**config.mk**
```make
export PLATFORM = sky130hd
export DESIGN_NAME = imm_gen_pipe
export DESIGN_NICKNAME = d
export VERILOG_FILES = /design/src/rtl/imm_gen_pipe.sv
export SDC_FILE = /design/constraint.sdc
export NUM_CORES = 1
export LEC_CHECK = 0
export BUFFER_PORTS_ARGS = -buffer_cell sky130_fd_sc_hd__buf_2
export CORE_MARGIN = 2
export CORE_UTILIZATION = 40
export CTS_CLUSTER_SIZE = 16
export DETAILED_ROUTE_END_ITERATION = 8
export GPL_TIMING_DRIVEN = 1
export REMOVE_ABC_BUFFERS = 1
export SKIP_LAST_GASP = 1
export SLEW_MARGIN = 20
export SYNTH_ARGS = -nofsm -noshare
export SYNTH_HDL_FRONTEND = slang
export SYNTH_SLANG_ARGS = --single-unit
```
**constraint.sdc**
```tcl
create_clock -name clk -period 4.15 [get_ports clk]
set_clock_uncertainty 0.15 [all_clocks]
set_input_delay 0 -clock clk [delete_from_list [all_inputs] [get_ports clk]]
set_output_delay 0 -clock clk [all_outputs]
set_load 0.01 [all_outputs]
```
**src/rtl/imm_gen_pipe.sv**
```systemverilog
// Registered RISC-V immediate generator with valid/ready handshake, a 2-entry skid buffer,
// a synchronous flush and a saturating counter of illegal results delivered.
module imm_gen_pipe #(
    parameter int XLEN  = 32,
    parameter int TAG_W = 8,
    parameter int CNT_W = 16
) (
    input  logic             clk,
    input  logic             rst,
    input  logic             flush,
    input  logic             in_valid,
    output logic             in_ready,
    input  logic [31:0]      in_ir,
    input  logic [TAG_W-1:0] in_tag,
    output logic             out_valid,
    input  logic             out_ready,
    output logic [XLEN-1:0]  out_imm,
    output logic [2:0]       out_fmt,
    output logic             out_illegal,
    output logic [TAG_W-1:0] out_tag,
    output logic [CNT_W-1:0] illegal_cnt
);

    localparam logic [2:0] FMT_R = 3'd0;
    localparam logic [2:0] FMT_I = 3'd1;
    localparam logic [2:0] FMT_S = 3'd2;
    localparam logic [2:0] FMT_B = 3'd3;
    localparam logic [2:0] FMT_U = 3'd4;
    localparam logic [2:0] FMT_J = 3'd5;
    localparam logic [2:0] FMT_Z = 3'd6;
    localparam logic [2:0] FMT_X = 3'd7;

    localparam logic [6:0] OPC_OP_IMM    = 7'b0010011;
    localparam logic [6:0] OPC_OP_IMM_32 = 7'b0011011;
    localparam logic [6:0] OPC_LOAD      = 7'b0000011;
    localparam logic [6:0] OPC_JALR      = 7'b1100111;
    localparam logic [6:0] OPC_MISC_MEM  = 7'b0001111;
    localparam logic [6:0] OPC_STORE     = 7'b0100011;
    localparam logic [6:0] OPC_BRANCH    = 7'b1100011;
    localparam logic [6:0] OPC_LUI       = 7'b0110111;
    localparam logic [6:0] OPC_AUIPC     = 7'b0010111;
    localparam logic [6:0] OPC_JAL       = 7'b1101111;
    localparam logic [6:0] OPC_SYSTEM    = 7'b1110011;
    localparam logic [6:0] OPC_OP        = 7'b0110011;
    localparam logic [6:0] OPC_OP_32     = 7'b0111011;

    logic [31:0]      w_raw;
    logic             w_sx;
    logic [2:0]       w_fmt;
    logic             w_ill;
    logic [XLEN-1:0]  w_imm;
    logic [31:0]      w_i_imm;
    logic [31:0]      w_shamt;
    logic [31:0]      w_shamt_w;
    logic             w_is_shift;
    logic             w_accept;
    logic             w_drain;

    logic             r_out_valid;
    logic [XLEN-1:0]  r_out_imm;
    logic [2:0]       r_out_fmt;
    logic             r_out_ill;
    logic [TAG_W-1:0] r_out_tag;
    logic             r_skid_valid;
    logic [XLEN-1:0]  r_skid_imm;
    logic [2:0]       r_skid_fmt;
    logic             r_skid_ill;
    logic [TAG_W-1:0] r_skid_tag;
    logic [CNT_W-1:0] r_cnt;

    assign w_i_imm    = {{20{in_ir[31]}}, in_ir[31:20]};
    assign w_shamt    = (XLEN == 64) ? {26'b0, in_ir[25:20]} : {27'b0, in_ir[24:20]};
    assign w_shamt_w  = {27'b0, in_ir[24:20]};
    assign w_is_shift = (in_ir[13:12] == 2'b01);

    // w_raw holds a 32-bit value; w_sx selects sign or zero extension up to XLEN.
    always_comb begin
        w_raw = '0;
        w_sx  = 1'b0;
        w_fmt = FMT_X;
        w_ill = 1'b1;
        case (in_ir[6:0])
            OPC_OP_IMM: begin
                w_ill = 1'b0;
                w_fmt = FMT_I;
                w_raw = w_is_shift ? w_shamt : w_i_imm;
                w_sx  = !w_is_shift;
            end
            OPC_OP_IMM_32: begin
                if (XLEN == 64) begin
                    w_ill = 1'b0;
                    w_fmt = FMT_I;
                    w_raw = w_is_shift ? w_shamt_w : w_i_imm;
                    w_sx  = !w_is_shift;
                end
            end
            OPC_LOAD, OPC_JALR, OPC_MISC_MEM: begin
                w_ill = 1'b0;
                w_fmt = FMT_I;
                w_raw = w_i_imm;
                w_sx  = 1'b1;
            end
            OPC_STORE: begin
                w_ill = 1'b0;
                w_fmt = FMT_S;
                w_raw = {{20{in_ir[31]}}, in_ir[31:25], in_ir[11:7]};
                w_sx  = 1'b1;
            end
            OPC_BRANCH: begin
                w_ill = 1'b0;
                w_fmt = FMT_B;
                w_raw = {{19{in_ir[31]}}, in_ir[31], in_ir[7], in_ir[30:25], in_ir[11:8], 1'b0};
                w_sx  = 1'b1;
            end
            OPC_LUI, OPC_AUIPC: begin
                w_ill = 1'b0;
                w_fmt = FMT_U;
                w_raw = {in_ir[31:12], 12'b0};
                w_sx  = 1'b1;
            end
            OPC_JAL: begin
                w_ill = 1'b0;
                w_fmt = FMT_J;
                w_raw = {{11{in_ir[31]}}, in_ir[31], in_ir[19:12], in_ir[20], in_ir[30:21], 1'b0};
                w_sx  = 1'b1;
            end
            OPC_SYSTEM: begin
                w_ill = 1'b0;
                w_fmt = in_ir[14] ? FMT_Z : FMT_I;
                w_raw = in_ir[14] ? {27'b0, in_ir[19:15]} : {20'b0, in_ir[31:20]};
            end
            OPC_OP: begin
                w_ill = 1'b0;
                w_fmt = FMT_R;
            end
            OPC_OP_32: begin
                if (XLEN == 64) begin
                    w_ill = 1'b0;
                    w_fmt = FMT_R;
                end
            end
            default: ;
        endcase
    end

    assign w_imm    = w_sx ? XLEN'($signed(w_raw)) : XLEN'(w_raw);
    assign w_accept = in_valid & ~r_skid_valid & ~flush;
    assign w_drain  = r_out_valid & out_ready;

    // Skid can only fill while the output register is held; it drains into the output first.
    always_ff @(posedge clk or posedge rst) begin
        if (rst) begin
            r_out_valid  <= 1'b0;
            r_out_imm    <= '0;
            r_out_fmt    <= FMT_X;
            r_out_ill    <= 1'b0;
            r_out_tag    <= '0;
            r_skid_valid <= 1'b0;
            r_skid_imm   <= '0;
            r_skid_fmt   <= FMT_X;
            r_skid_ill   <= 1'b0;
            r_skid_tag   <= '0;
        end else if (flush) begin
            r_out_valid  <= 1'b0;
            r_skid_valid <= 1'b0;
        end else if (!r_out_valid || out_ready) begin
            if (r_skid_valid) begin
                r_out_valid  <= 1'b1;
                r_out_imm    <= r_skid_imm;
                r_out_fmt    <= r_skid_fmt;
                r_out_ill    <= r_skid_ill;
                r_out_tag    <= r_skid_tag;
                r_skid_valid <= 1'b0;
            end else if (w_accept) begin
                r_out_valid <= 1'b1;
                r_out_imm   <= w_imm;
                r_out_fmt   <= w_fmt;
                r_out_ill   <= w_ill;
                r_out_tag   <= in_tag;
            end else begin
                r_out_valid <= 1'b0;
            end
        end else if (w_accept) begin
            r_skid_valid <= 1'b1;
            r_skid_imm   <= w_imm;
            r_skid_fmt   <= w_fmt;
            r_skid_ill   <= w_ill;
            r_skid_tag   <= in_tag;
        end
    end

    always_ff @(posedge clk or posedge rst) begin
        if (rst) begin
            r_cnt <= '0;
        end else if (w_drain && r_out_ill && (r_cnt != '1)) begin
            r_cnt <= r_cnt + CNT_W'(1);
        end
    end

    assign in_ready    = ~r_skid_valid;
    assign out_valid   = r_out_valid;
    assign out_imm     = r_out_imm;
    assign out_fmt     = r_out_fmt;
    assign out_illegal = r_out_ill;
    assign out_tag     = r_out_tag;
    assign illegal_cnt = r_cnt;

endmodule

```
==> impl_summary.log, run 1 <==
INFO  metric type_of_the_most_critical_hold_path = in2reg
INFO  metric ff_to_ff_setup_slack = 980 ps
INFO  metric layout_worst_path_cycle_share = 76.29%
INFO  metric wire_per_inst = 16.39 um
INFO  metric antenna_found_initial = 0
INFO  metric hold_viol_final = 0
INFO  metric setup_tns = 0 ps
INFO  metric clockBufferDepth = 2
INFO  metric netlist.area_leader.share = 48.52%
INFO  metric die_width = 117.6 um
INFO  metric grt_overflow_total = 0
INFO  metric initialDrtViolationCount = 331
INFO  metric floorplan.initialDensity = 40.87%
INFO  metric viasPerCell = 5.464
INFO  metric async_reset_ff_share = 100.0%
INFO  metric clock_sink_count = 106
INFO  metric achievable-frequency = between 0.3 and 0.4 GHz
INFO  metric setup_viol = 0
INFO  metric synth_area_leader_cell = sky130_fd_sc_hd__dfrtp_1
INFO  metric area_growth_syn_to_layout = 26.32%
INFO  metric outcome = complete, no violations
INFO  metric power_density = 424.2 nW/um^2
INFO  metric register_area = 2660 um^2
INFO  metric detailedPlacementHpwl = ~9200 um
INFO  metric register_clock_pin_slew_on_the_reported_worst_setup_and_hold_paths = about 80 ps
INFO  metric track_usage = 20.81%
INFO  metric cp-start-kind = flip-flop
INFO  metric finalCriticalPeriod = 3166 ps
INFO  metric core_region_area = between 10,000 and 15,000 um^2
INFO  metric io_pins = 107
INFO  metric route.detailed.drc = 0
INFO  metric r2r-start = r_skid_valid$_DFFE_PP0P_
INFO  metric worst_skew_pair.late_latency = 350 ps
INFO  metric cts_max_level = 3
INFO  metric synth-warning-count = 0
INFO  metric worst-endpoint-required = 4240 ps
INFO  metric route.antenna.remaining_nets = 0
INFO  metric synth_edf_count = 0
INFO  metric synth_area_per_inst = 9.276 um^2
INFO  metric synth_top_cells_by_count = sky130_fd_sc_hd__dfrtp_1 (100), sky130_fd_sc_hd__nand2_1 (85), sky130_fd_sc_hd__a31oi_1 (46), sky130_fd_sc_hd__nor2_1 (46), sky130_fd_sc_hd__o21ai_1 (36)
INFO  metric timing.setup.critical_path_class = reg2reg
INFO  metric n_antenna_cell = 0
INFO  metric first_global_vias = 4,712
INFO  metric floorplan.die.height = 117.6 um
INFO  metric worst_ep_arrival_time = 3250 ps
INFO  metric synth_cells = 556
INFO  metric cts_root_buffer = sky130_fd_sc_hd__clkbuf_16
INFO  metric synth.top_cells.by_area = sky130_fd_sc_hd__dfrtp_1 (49%), sky130_fd_sc_hd__nand2_1 (6.2%), sky130_fd_sc_hd__a31oi_1 (5.6%)
INFO  metric crit_path_max_fo = 21
INFO  metric n_fill_cell = 1,219
INFO  metric timing.reg2reg.worst_path_depth = 7
INFO  metric post_cts_resize_count = 0
INFO  metric timing.hold.worst_path_depth = 4
INFO  metric slew_headroom = 32.45%
INFO  metric post-synth-top-count-cell = sky130_fd_sc_hd__dfrtp_1
INFO  metric die_area = 13,820 um^2
INFO  metric timing_max_transition_violations_final = 0
INFO  metric drtPass1Iterations = 7
INFO  metric synth.yosys.seq_area_share = 51.58%
INFO  metric nNetsFinal = 728
INFO  metric post_cts.repair.setup_buffers = 0
INFO  metric drt-total-wl = 14,080 um
INFO  metric timing.rr.end = out_imm[1]$_DFFE_PP0P_
INFO  metric multi_input_comb_area = 2278 um^2
INFO  metric hold-path-endpoint = r_skid_fmt[0]$_DFFE_PP1P_
INFO  metric portBuffers = 106
INFO  metric global_route_wire_length_before_repair = 23,360 um
INFO  metric cts_inserted_buffers = 9
INFO  metric totalPowerFinal = 2.764 mW
INFO  metric launch_point_of_the_worst_hold_path = in_ir[5]
INFO  metric syn_area = 5157 um^2
INFO  metric unrepaired_setup_endpoints_after_global_routing = no
INFO  metric synth-seq-cells = ~110
INFO  metric gpl.final_weighted_congestion = 0.8499
INFO  metric synthFlopType = sky130_fd_sc_hd__dfrtp_1
INFO  metric whs = 99.89 ps
INFO  metric cts_tree = done
INFO  metric max_cap_violations = 0
INFO  metric grt_start_max_net_pins = 70
INFO  metric placementRows = 41
INFO  metric endpoint_class_of_the_critical_path = flip-flop
INFO  metric cellLeakagePower = a little under 3 nW
INFO  metric layout-drive-gt1-share = 21.69%
INFO  metric synth.lib_cells_used.distinct = 59
INFO  metric worst_pin_slew = around 1000 ps
INFO  metric routed-via-count = 4,694
INFO  metric vdd_drop_max = 0.0002160 V
repair_timing:
action | CTS | global route
hold endpoints to repair | 151 | 0
hold buffers | 41 | 0
setup endpoints to repair | 0 | 0
placed cells by master, fill, tap and decap left out, types with 3 or more instances in the layout:
| master | synthesis | routed |
|---|---|---|
| sky130_fd_sc_hd__mux2i_1 | 8 | 8 |
| sky130_fd_sc_hd__nand2_1 | 85 | 85 |
| sky130_fd_sc_hd__a222oi_1 | 3 | 3 |
| sky130_fd_sc_hd__dfstp_2 | 6 | 6 |
| sky130_fd_sc_hd__dlygate4sd3_1 | 0 | 41 |
| sky130_fd_sc_hd__nor3_1 | 11 | 11 |
| sky130_fd_sc_hd__dfrtp_1 | 100 | 100 |
| sky130_fd_sc_hd__nor2_1 | 46 | 46 |
| sky130_fd_sc_hd__xor2_1 | 11 | 11 |
| sky130_fd_sc_hd__or3_1 | 26 | 26 |
| sky130_fd_sc_hd__o21ai_1 | 36 | 36 |
| sky130_fd_sc_hd__a21oi_1 | 26 | 26 |
| sky130_fd_sc_hd__buf_2 | 13 | 106 |
| sky130_fd_sc_hd__o21ai_0 | 24 | 24 |
| sky130_fd_sc_hd__buf_4 | 1 | 7 |
| sky130_fd_sc_hd__nor2b_1 | 4 | 4 |
| sky130_fd_sc_hd__inv_1 | 10 | 9 |
| sky130_fd_sc_hd__clkbuf_16 | 0 | 9 |
| sky130_fd_sc_hd__nand3_1 | 16 | 16 |
| sky130_fd_sc_hd__a31oi_1 | 46 | 46 |
| sky130_fd_sc_hd__and3_1 | 12 | 11 |
cell type report:
type	count	area share, %
Multi-Input combinational cell	401	34.97
Clock buffer	11	3.726
Inverter	10	0.6146
Clock inverter	5	1.306
Sequential cell	106	40.83
Tap cell	172	3.303
Timing Repair Buffer	154	15.25
state kept, by name, indices dropped and copies added, names as in the netlist, 3 cells and up:
signal,count
out_imm,32
r_skid_imm,32
illegal_cnt,16
out_tag,8
r_skid_tag,8
out_fmt,3
r_skid_fmt,3
kinds of logic (layout without fill, tap and decap cells):
family          after synthesis  in the layout  share of synthesized area, %
buf+inv                      49            180                         4.391
mux                          11             11                         2.208
simple gates                222            222                         21.16
flops                       106            106                         51.58
fa+ha+maj                     1              1                        0.2426
compound gates              154            154                         18.22
xor+xnor                     13             13                         2.208
worst max-delay path by stage:
stage | slack [ps] | endpoint | startpoint
after floorplan | 1220 | illegal_cnt[0]$_DFFE_PP0P_ | rst
after global placement | 1610 | out_imm[12]$_DFFE_PP0P_ | r_skid_valid$_DFFE_PP0P_
after global routing | 790 | out_imm[1]$_DFFE_PP0P_ | r_skid_valid$_DFFE_PP0P_
after detailed placement | 1530 | out_imm[19]$_DFFE_PP0P_ | r_skid_valid$_DFFE_PP0P_
after CTS | 1020 | out_imm[1]$_DFFE_PP0P_ | r_skid_valid$_DFFE_PP0P_
final | 980 | out_imm[1]$_DFFE_PP0P_ | r_skid_valid$_DFFE_PP0P_
per-stage QoR:
stage / instances / setup WS [ps] / util, % / instance area [um^2]
floorplan: 517 / 1221 / - / 4969
global placement: 802 / 1615 / 45.78 / 5777
detailed placement: 802 / 1529 / 45.78 / 5777
CTS: 859 / 1023 / 51.63 / 6515
global route: 859 / 785.2 / 51.63 / 6515
finish: 859 / 984.1 / 51.63 / 6515
power by group:
group	switching (mW)	leakage [nW]	internal [mW]
clock	0.392	0.156	0.549
combinational	0.283	1.45	0.221
sequential	0.104	1.32	1.21
total	0.779	2.92	1.98
per-layer routing:
metal | wire length, um | track usage, % | part of all wire (%) | vias to the layer above
li1 | - | - | - | 2227
met1 | 6452 | 28.04 | 46 | 2261
met2 | 6524 | 33.59 | 46 | 185
met3 | 858 | 4.506 | 6.1 | 21
met4 | 245 | 6.702 | 1.7 | 0
met5 | 0 | 0 | 0 | -
worst max-delay path, stage by stage, from the launching register on:
cell and delay (ps):
sky130_fd_sc_hd__dfrtp_1 670, sky130_fd_sc_hd__nor2_1 210, sky130_fd_sc_hd__or3_1 660, sky130_fd_sc_hd__buf_4 330, sky130_fd_sc_hd__or3_1 310, sky130_fd_sc_hd__o21ai_0 80, sky130_fd_sc_hd__a31oi_1 60, sky130_fd_sc_hd__dlygate4sd3_1 570
Power figures use the tool's default switching activity.
==> run 2: changes to the inputs <==
==> constraint.sdc (replaced) <==
create_clock -name clk -period 3.1 [get_ports clk]
set_clock_uncertainty 0.15 [all_clocks]
set_input_delay 0 -clock clk [delete_from_list [all_inputs] [get_ports clk]]
set_output_delay 0 -clock clk [all_outputs]
set_load 0.01 [all_outputs]
==> run 2 against run 1 <==
Net effect:
- flip-flop and latch count unchanged
- sequential power up 33%
- wire length about the same
- cell count up 0.58%
- register-to-register slack worse by 420 ps
- hold slack worse by 41 ps
- largest power group unchanged
==> impl_summary.log, run 2 (synthesis gave the netlist of run 1 again) <==
INFO  metric grt_start_max_net_pins = 65 (was 70)
INFO  metric wire_per_inst = 16.30 um (was 16.39 um)
INFO  metric floorplan.die.height = 117.6 um (unchanged)
INFO  metric clockBufferDepth = 2 (unchanged)
INFO  metric totalPowerFinal = 3.640 mW (was 2.764 mW)
INFO  metric track_usage = 20.76% (was 20.81%)
INFO  metric multi_input_comb_area = 2278 um^2 (unchanged)
INFO  metric route.antenna.remaining_nets = 0 (unchanged)
INFO  metric hold_viol_final = 0 (unchanged)
INFO  metric cts_root_buffer = sky130_fd_sc_hd__clkbuf_16 (unchanged)
INFO  metric setup_viol = 0 (unchanged)
INFO  metric setup_tns = 0 ps (unchanged)
INFO  metric unrepaired_setup_endpoints_after_global_routing = no (unchanged)
INFO  metric power_density = 554.9 nW/um^2 (was 424.2 nW/um^2)
INFO  metric crit_path_max_fo = 19 (was 21)
INFO  metric nNetsFinal = 733 (was 728)
INFO  metric first_global_vias = 4,426 (was 4,712)
INFO  metric final_core_util = 51.98% (was 51.63%)
INFO  metric timing_max_transition_violations_final = 0 (unchanged)
INFO  metric worst-endpoint-required = 3250 ps (was 4240 ps)
INFO  metric type_of_the_most_critical_hold_path = in2reg (unchanged)
INFO  metric n_antenna_cell = 0 (unchanged)
INFO  metric outcome = complete, no violations (unchanged)
INFO  metric n_fill_cell = 1,201 (was 1,219)
INFO  metric routed-via-count = 4,688 (was 4,694)
INFO  metric timing.setup.critical_path_class = in2reg (was reg2reg)
INFO  metric cp-start-kind = input pin (was flip-flop)
INFO  metric ff_to_ff_setup_slack = 560 ps (was 980 ps)
INFO  metric worst_ep_arrival_time = 2790 ps (was 3250 ps)
INFO  metric die_width = 117.6 um (unchanged)
INFO  metric cts_inserted_buffers = 9 (unchanged)
INFO  metric drtPass1Iterations = 5 (was 7)
INFO  metric max_cap_violations = 0 (unchanged)
INFO  metric p_sw = 1.050 mW (was 778.9 uW)
INFO  metric post_cts_resize_count = 0 (unchanged)
INFO  metric io_pins = 107 (unchanged)
INFO  metric register_area = 2660 um^2 (unchanged)
INFO  metric worst_skew_pair.late_latency = 360 ps (was 350 ps)
INFO  metric cellLeakagePower = 2.949 nW (was 2.922 nW)
INFO  metric intPower = 2.590 mW (was 1.985 mW)
INFO  metric placementRows = 41 (unchanged)
INFO  metric netSwitchingFraction = 28.86% (was 28.18%)
INFO  metric placed_cell_area = 5839 um^2 (was 5777 um^2)
INFO  metric achievable-frequency = 0.3786 GHz
INFO  metric vdd_drop_max = 0.0002959 V (was 0.0002160 V)
INFO  metric initialDrtViolationCount = 261 (was 331)
INFO  metric post-route-cell-area = 6560 um^2 (was 6515 um^2)
INFO  metric mostFrequentLayoutCell = sky130_fd_sc_hd__buf_2 (unchanged)
INFO  metric route.detailed.drc = 0 (unchanged)
INFO  metric gpl.final_weighted_congestion = 0.8510 (was 0.8499)
INFO  metric area_growth_syn_to_layout = 27.20% (was 26.32%)
INFO  metric register_clock_pin_slew_on_the_reported_worst_setup_and_hold_paths = 70 ps (was 80 ps)
INFO  metric cts_max_level = 3 (unchanged)
INFO  metric power.clock.fraction = 33.0% (was 34.0%)
INFO  metric floorplan.initialDensity = 40.87% (unchanged)
INFO  metric finalCriticalPeriod = 2642 ps
INFO  metric seq_power_share = 48.4% (was 47.7%)
INFO  metric layout_worst_path_cycle_share = 85.21%
INFO  metric post_cts.repair.setup_buffers = 0 (unchanged)
INFO  metric slew_headroom = 32.63% (was 32.45%)
INFO  metric grt_overflow_total = 0 (unchanged)
INFO  metric worst_pin_slew = 1007 ps (was 1012 ps)
INFO  metric portBuffers = 106 (unchanged)
INFO  metric detailedPlacementHpwl = 9201 um (was 9179 um)
INFO  metric combinational_fraction_of_design_power = 18.7% (was 18.2%)
INFO  metric drt-total-wl = 14,080 um (about the same)
INFO  metric antenna_found_initial = 0 (unchanged)
INFO  metric layout-drive-gt1-share = 22.25% (was 21.69%)
INFO  metric global_route_wire_length_before_repair = 23,070 um (was 23,360 um)
INFO  metric clock_sink_count = 106 (unchanged)
INFO  metric die_area = 13,820 um^2 (unchanged)
INFO  metric endpoint_class_of_the_critical_path = flip-flop (unchanged)
INFO  metric layout.cells.most_common_list = sky130_fd_sc_hd__buf_2 (106), sky130_fd_sc_hd__dfrtp_1 (100), sky130_fd_sc_hd__nand2_1 (85) (unchanged)
INFO  metric core_region_area = 12,620 um^2 (unchanged)
INFO  metric cts_tree = done (unchanged)
INFO  metric viasPerCell = 5.426 (was 5.464)
## run 2: cell types whose count changed in the layout (fill, tap and decap cells not counted)
cell / delta
sky130_fd_sc_hd__clkinvlp_4: -1
sky130_fd_sc_hd__buf_12: +2
sky130_fd_sc_hd__inv_6: +1
sky130_fd_sc_hd__bufinv_16: -1
sky130_fd_sc_hd__inv_8: +1
sky130_fd_sc_hd__buf_4: +3
## run 2: worst max-delay path, stage by stage
cell	delay (ps)
sky130_fd_sc_hd__dlygate4sd3_1	530
sky130_fd_sc_hd__buf_2	120
sky130_fd_sc_hd__nand2_1	430
sky130_fd_sc_hd__nor4_4	770
sky130_fd_sc_hd__nand2_1	180
sky130_fd_sc_hd__a31oi_1	190
sky130_fd_sc_hd__dlygate4sd3_1	560
## run 2: per-layer routing
layer / share of wire, % / global-route usage, %
met1: 46 / 29.02
met2: 46 / 32.49
met3: 6.5 / 4.360
met4: 1.6 / 6.476
met5: 0 / 0
## run 2: final cells by class
cell class | count | area share, %
clock buffer | 11 | 3.700
clock inverter | 5 | 1.030
inverter | 10 | 0.6103
multi-input combinational | 401 | 34.73
sequential | 106 | 40.55
tap | 172 | 3.281
timing repair buffer | 159 | 16.10
## run 2: path summary, 6_finish.rpt
path,start,to,cells after the start
setup / recovery,in_ir[0],r_skid_imm[1]$_DFFE_PP0P_,7
hold / removal,in_valid,r_skid_tag[1]$_DFFE_PP0P_,4
setup reg to reg,out_valid$_DFFE_PP0N_,r_skid_imm[1]$_DFFE_PP0P_,6
hold reg to reg,r_skid_fmt[0]$_DFFE_PP1P_,r_skid_fmt[0]$_DFFE_PP1P_,2
max in group asynchronous,rst,out_imm[29]$_DFFE_PP0P_,4
min in group asynchronous,rst,illegal_cnt[6]$_DFFE_PP0P_,3
## run 2: stage by stage
stage / hold WS, ps / instances / setup WS (ps)
floorplan: -86.86 / 517 / 171.0
CTS: 56.16 / 864 / 562.4
finish: 58.91 / 864 / 458.4
global placement: 27.78 / 807 / 990.2
global route: 128.4 / 864 / 372.7
detailed placement: 28.13 / 807 / 935.3
## run 2: power by group through the flow
stage	clock network, mW	registers, mW	logic (mW)
after floorplan	0	1.81	0.322
after global placement	0	1.78	0.625
after detailed placement	0	1.79	0.640
after CTS	1.23	1.76	0.684
after global routing	1.29	1.79	0.764
final	1.20	1.76	0.679
## run 2: timing repair
action / 4_1_cts / 5_1_grt
endpoints found under the setup margin: 0 / 0
hold endpoints to repair: 134 / 0
hold buffers: 41 / 0
==> run 3: changes to the inputs <==
==> constraint.sdc (replaced) <==
create_clock -name clk -period 2.4 [get_ports clk]
set_clock_uncertainty 0.15 [all_clocks]
set_input_delay 0 -clock clk [delete_from_list [all_inputs] [get_ports clk]]
set_output_delay 0 -clock clk [all_outputs]
set_load 0.01 [all_outputs]
==> run 3 against run 2 <==
Net effect:
- largest cell class unchanged
- wire length shrank 1.1%
- critical endpoint is now out_imm[31]$_DFFE_PP0P_
- critical path type is now reg2reg
- register-to-register slack lost 200 ps
- sequential share of layout area shrank 0.28 points
- cell area grew 0.69%
- die area is the same
- non-clock buffer count grew 7
- hold slack lost 1.3 ps
- combinational power grew 30%
- highest routed layer unchanged
==> impl_summary.log, run 3 (synthesis gave the netlist of run 1 again) <==
INFO  metric worst_ep_arrival_time = 2170 ps (was 2790 ps)
INFO  metric core_region_area = 12,620 um^2 (unchanged)
INFO  metric register_clock_pin_slew_on_the_reported_worst_setup_and_hold_paths = 70 ps (about the same)
INFO  metric achievable-frequency = slightly below 0.5 GHz
INFO  metric n_antenna_cell = 0 (unchanged)
INFO  metric slowest_stage = sky130_fd_sc_hd__dfrtp_1 (was sky130_fd_sc_hd__nor4_4)
INFO  metric grt_overflow_total = 0 (unchanged)
INFO  metric r2r-start = out_valid$_DFFE_PP0N_ (unchanged)
INFO  metric setup_tns = 0 ps (unchanged)
INFO  metric io_pins = 107 (unchanged)
INFO  metric dr_wl_met3 = 861 um (was 911 um)
INFO  metric timing.hold.worst_path_depth = 4 (unchanged)
INFO  metric routedLengthMet1 = 6611 um (was 6507 um)
INFO  metric antenna_found_initial = 0 (unchanged)
INFO  metric wire_per_inst = 15.99 um (was 16.30 um)
INFO  metric first_global_vias = 4,415 (was 4,426)
INFO  metric cp-startpoint = out_valid$_DFFE_PP0N_ (was in_ir[0])
INFO  metric launch_point_of_the_worst_hold_path = in_valid (unchanged)
INFO  metric die_area = 13,820 um^2 (unchanged)
INFO  metric timing.setup.critical_path_class = reg2reg (was in2reg)
INFO  metric slew_headroom = 53.67% (was 32.63%)
INFO  metric crit_family = simple AND/OR/NAND/NOR gates (unchanged)
INFO  metric n_fill_cell = 1,204 (was 1,201)
INFO  metric whs = 57.64 ps (was 58.91 ps)
INFO  metric setup_ws = 360.8 ps (was 458.4 ps)
INFO  metric route.detailed.drc = 0 (unchanged)
INFO  metric route.antenna.remaining_nets = 0 (unchanged)
INFO  metric area_growth_syn_to_layout = 28.07% (was 27.20%)
INFO  metric hold-path-endpoint = r_skid_tag[6]$_DFFE_PP0P_ (was r_skid_tag[1]$_DFFE_PP0P_)
INFO  metric placementRows = 41 (unchanged)
INFO  metric cts_tree = done (unchanged)
INFO  metric drtPass1Iterations = 5 (unchanged)
INFO  metric maxUsedRoutingLayer = met4 (unchanged)
INFO  metric unrepaired_setup_endpoints_after_global_routing = no (unchanged)
INFO  metric endpoint_class_of_the_critical_path = flip-flop (unchanged)
INFO  metric gpl.final_weighted_congestion = 0.8323 (was 0.8510)
INFO  metric type_of_the_most_critical_hold_path = in2reg (unchanged)
INFO  metric viasPerCell = 5.375 (was 5.426)
INFO  metric floorplan.initialDensity = 40.87% (unchanged)
INFO  metric clock_sink_count = 106 (unchanged)
INFO  metric track_usage = 20.24% (was 20.76%)
INFO  metric drt-total-wl = 13,930 um (was 14,080 um)
INFO  metric ff_to_ff_setup_slack = 360 ps (was 560 ps)
INFO  metric die_width = 117.6 um (unchanged)
INFO  metric grt_start_max_net_pins = 56 (was 65)
INFO  metric worst-endpoint-required = 2530 ps (was 3250 ps)
INFO  metric routed-wl-met2 = 6222 um (was 6438 um)
INFO  metric crit_path_max_fo = 32 (was 19)
INFO  metric layout.cells.most_common_list = sky130_fd_sc_hd__buf_2 (106), sky130_fd_sc_hd__dfrtp_1 (100), sky130_fd_sc_hd__nand2_1 (85) (unchanged)
INFO  metric timing.reg2reg.worst_path_depth = 7 (was 6)
INFO  metric cts_max_level = 3 (unchanged)
INFO  metric worst_path_most_repeated_cell = sky130_fd_sc_hd__buf_4
INFO  metric power_density = 697.8 nW/um^2 (was 554.9 nW/um^2)
INFO  metric mostFrequentLayoutCell = sky130_fd_sc_hd__buf_2 (unchanged)
INFO  metric setup_viol = 0 (unchanged)
INFO  metric cellLeakagePower = 2.981 nW (was 2.949 nW)
INFO  metric timing_max_transition_violations_final = 0 (unchanged)
INFO  metric cp_cell_sequence = nor2b_1 -> or3_1 -> buf_4 -> nor2_2 -> buf_4 -> nand2_1 -> o21ai_1 (was dlygate4sd3_1 -> buf_2 -> nand2_1 -> nor4_4 -> nand2_1 -> a31oi_1 -> dlygate4sd3_1)
INFO  metric nNetsFinal = 740 (was 733)
INFO  metric floorplan.die.height = 117.6 um (unchanged)
INFO  metric layout-drive-gt1-share = 23.32% (was 22.25%)
INFO  metric post-place-ws = 385.3 ps (was 935.3 ps)
INFO  metric finalCriticalPeriod = 2039 ps
INFO  metric timing.rr.end = out_imm[31]$_DFFE_PP0P_ (was r_skid_imm[1]$_DFFE_PP0P_)
INFO  metric timing.critical_path.slowest_cell_delay = 400 ps (was 770 ps)
INFO  metric cp-start-kind = flip-flop (was input pin)
INFO  metric clockBufferDepth = 2 (unchanged)
INFO  metric initialDrtViolationCount = 282 (was 261)
INFO  metric max_cap_violations = 0 (unchanged)
INFO  metric post_cts.repair.setup_buffers = 0 (unchanged)
INFO  metric detailedPlacementHpwl = 9309 um (was 9201 um)
INFO  metric worst_skew_pair.late_latency = 350 ps (was 360 ps)
INFO  metric global_route_wire_length_before_repair = 22,730 um (was 23,070 um)
INFO  metric hold_viol_final = 0 (unchanged)
INFO  metric layout_worst_path_cycle_share = 84.97%
INFO  metric cts_root_buffer = sky130_fd_sc_hd__clkbuf_16 (unchanged)
INFO  metric worst_pin_slew = 694.9 ps (was 1007 ps)
INFO  metric cp_num_buf_inv = 2 (was 3)
INFO  metric portBuffers = 106 (unchanged)
INFO  metric outcome = complete, no violations (unchanged)
INFO  metric cts_inserted_buffers = 9 (unchanged)
INFO  metric vdd_drop_max = 0.0003658 V (was 0.0002959 V)
INFO  metric routed-via-count = 4,682 (was 4,688)
INFO  metric totalPowerFinal = 4.609 mW (was 3.640 mW)
## run 3: tightest hold or removal path, stage by stage
cell	delay, ps
sky130_fd_sc_hd__buf_2	110
sky130_fd_sc_hd__nand3_1	270
sky130_fd_sc_hd__nand2_1	90
sky130_fd_sc_hd__nand2_1	50
## run 3: stage by stage
stage,utilization (%),cells,area (um^2)
finish,52.34,871,6605
floorplan,-,517,4969
detailed placement,46.85,815,5912
CTS,52.34,871,6605
global placement,46.85,815,5912
global route,52.34,871,6605
## run 3: per-layer routing
| metal | vias up | GRT usage (%) |
|---|---|---|
| met3 | 15 | 3.828 |
| met5 | - | 0 |
| met1 | 2234 | 29.80 |
| met4 | 0 | 6.702 |
| li1 | 2255 | - |
| met2 | 178 | 30.08 |
## run 3: layout make-up
class,instances,area (um^2),area share (%)
Clock buffer,10,239.0,3.618
Clock inverter,6,53.80,0.8145
Inverter,10,40.04,0.6062
Multi-Input combinational cell,401,2278,34.50
Sequential cell,106,2660,40.27
Tap cell,172,215.2,3.258
Timing Repair Buffer,166,1119,16.93
## run 3: worst max path at each step
stage | endpoint | cells after the start | slack, ps
after floorplan | illegal_cnt[0]$_DFFE_PP0P_ | 1 | -530
after CTS | out_imm[31]$_DFFE_PP0P_ | 7 | 370
after global routing | out_imm[31]$_DFFE_PP0P_ | 7 | 200
final | out_imm[31]$_DFFE_PP0P_ | 7 | 360
after detailed placement | out_imm[24]$_DFFE_PP0P_ | 6 | 390
after global placement | out_imm[31]$_DFFE_PP0P_ | 7 | 410
## run 3: where the power goes
| part | switching (mW) | internal, mW |
|---|---|---|
| registers | 0.174 | 2.10 |
| clock network | 0.701 | 0.755 |
| logic | 0.489 | 0.390 |
| total | 1.36 | 3.24 |
## run 3: timing repair
item,4_1_cts,5_1_grt
hold buffers,40,0
gates resized for setup,0,0
hold endpoints to repair,129,0
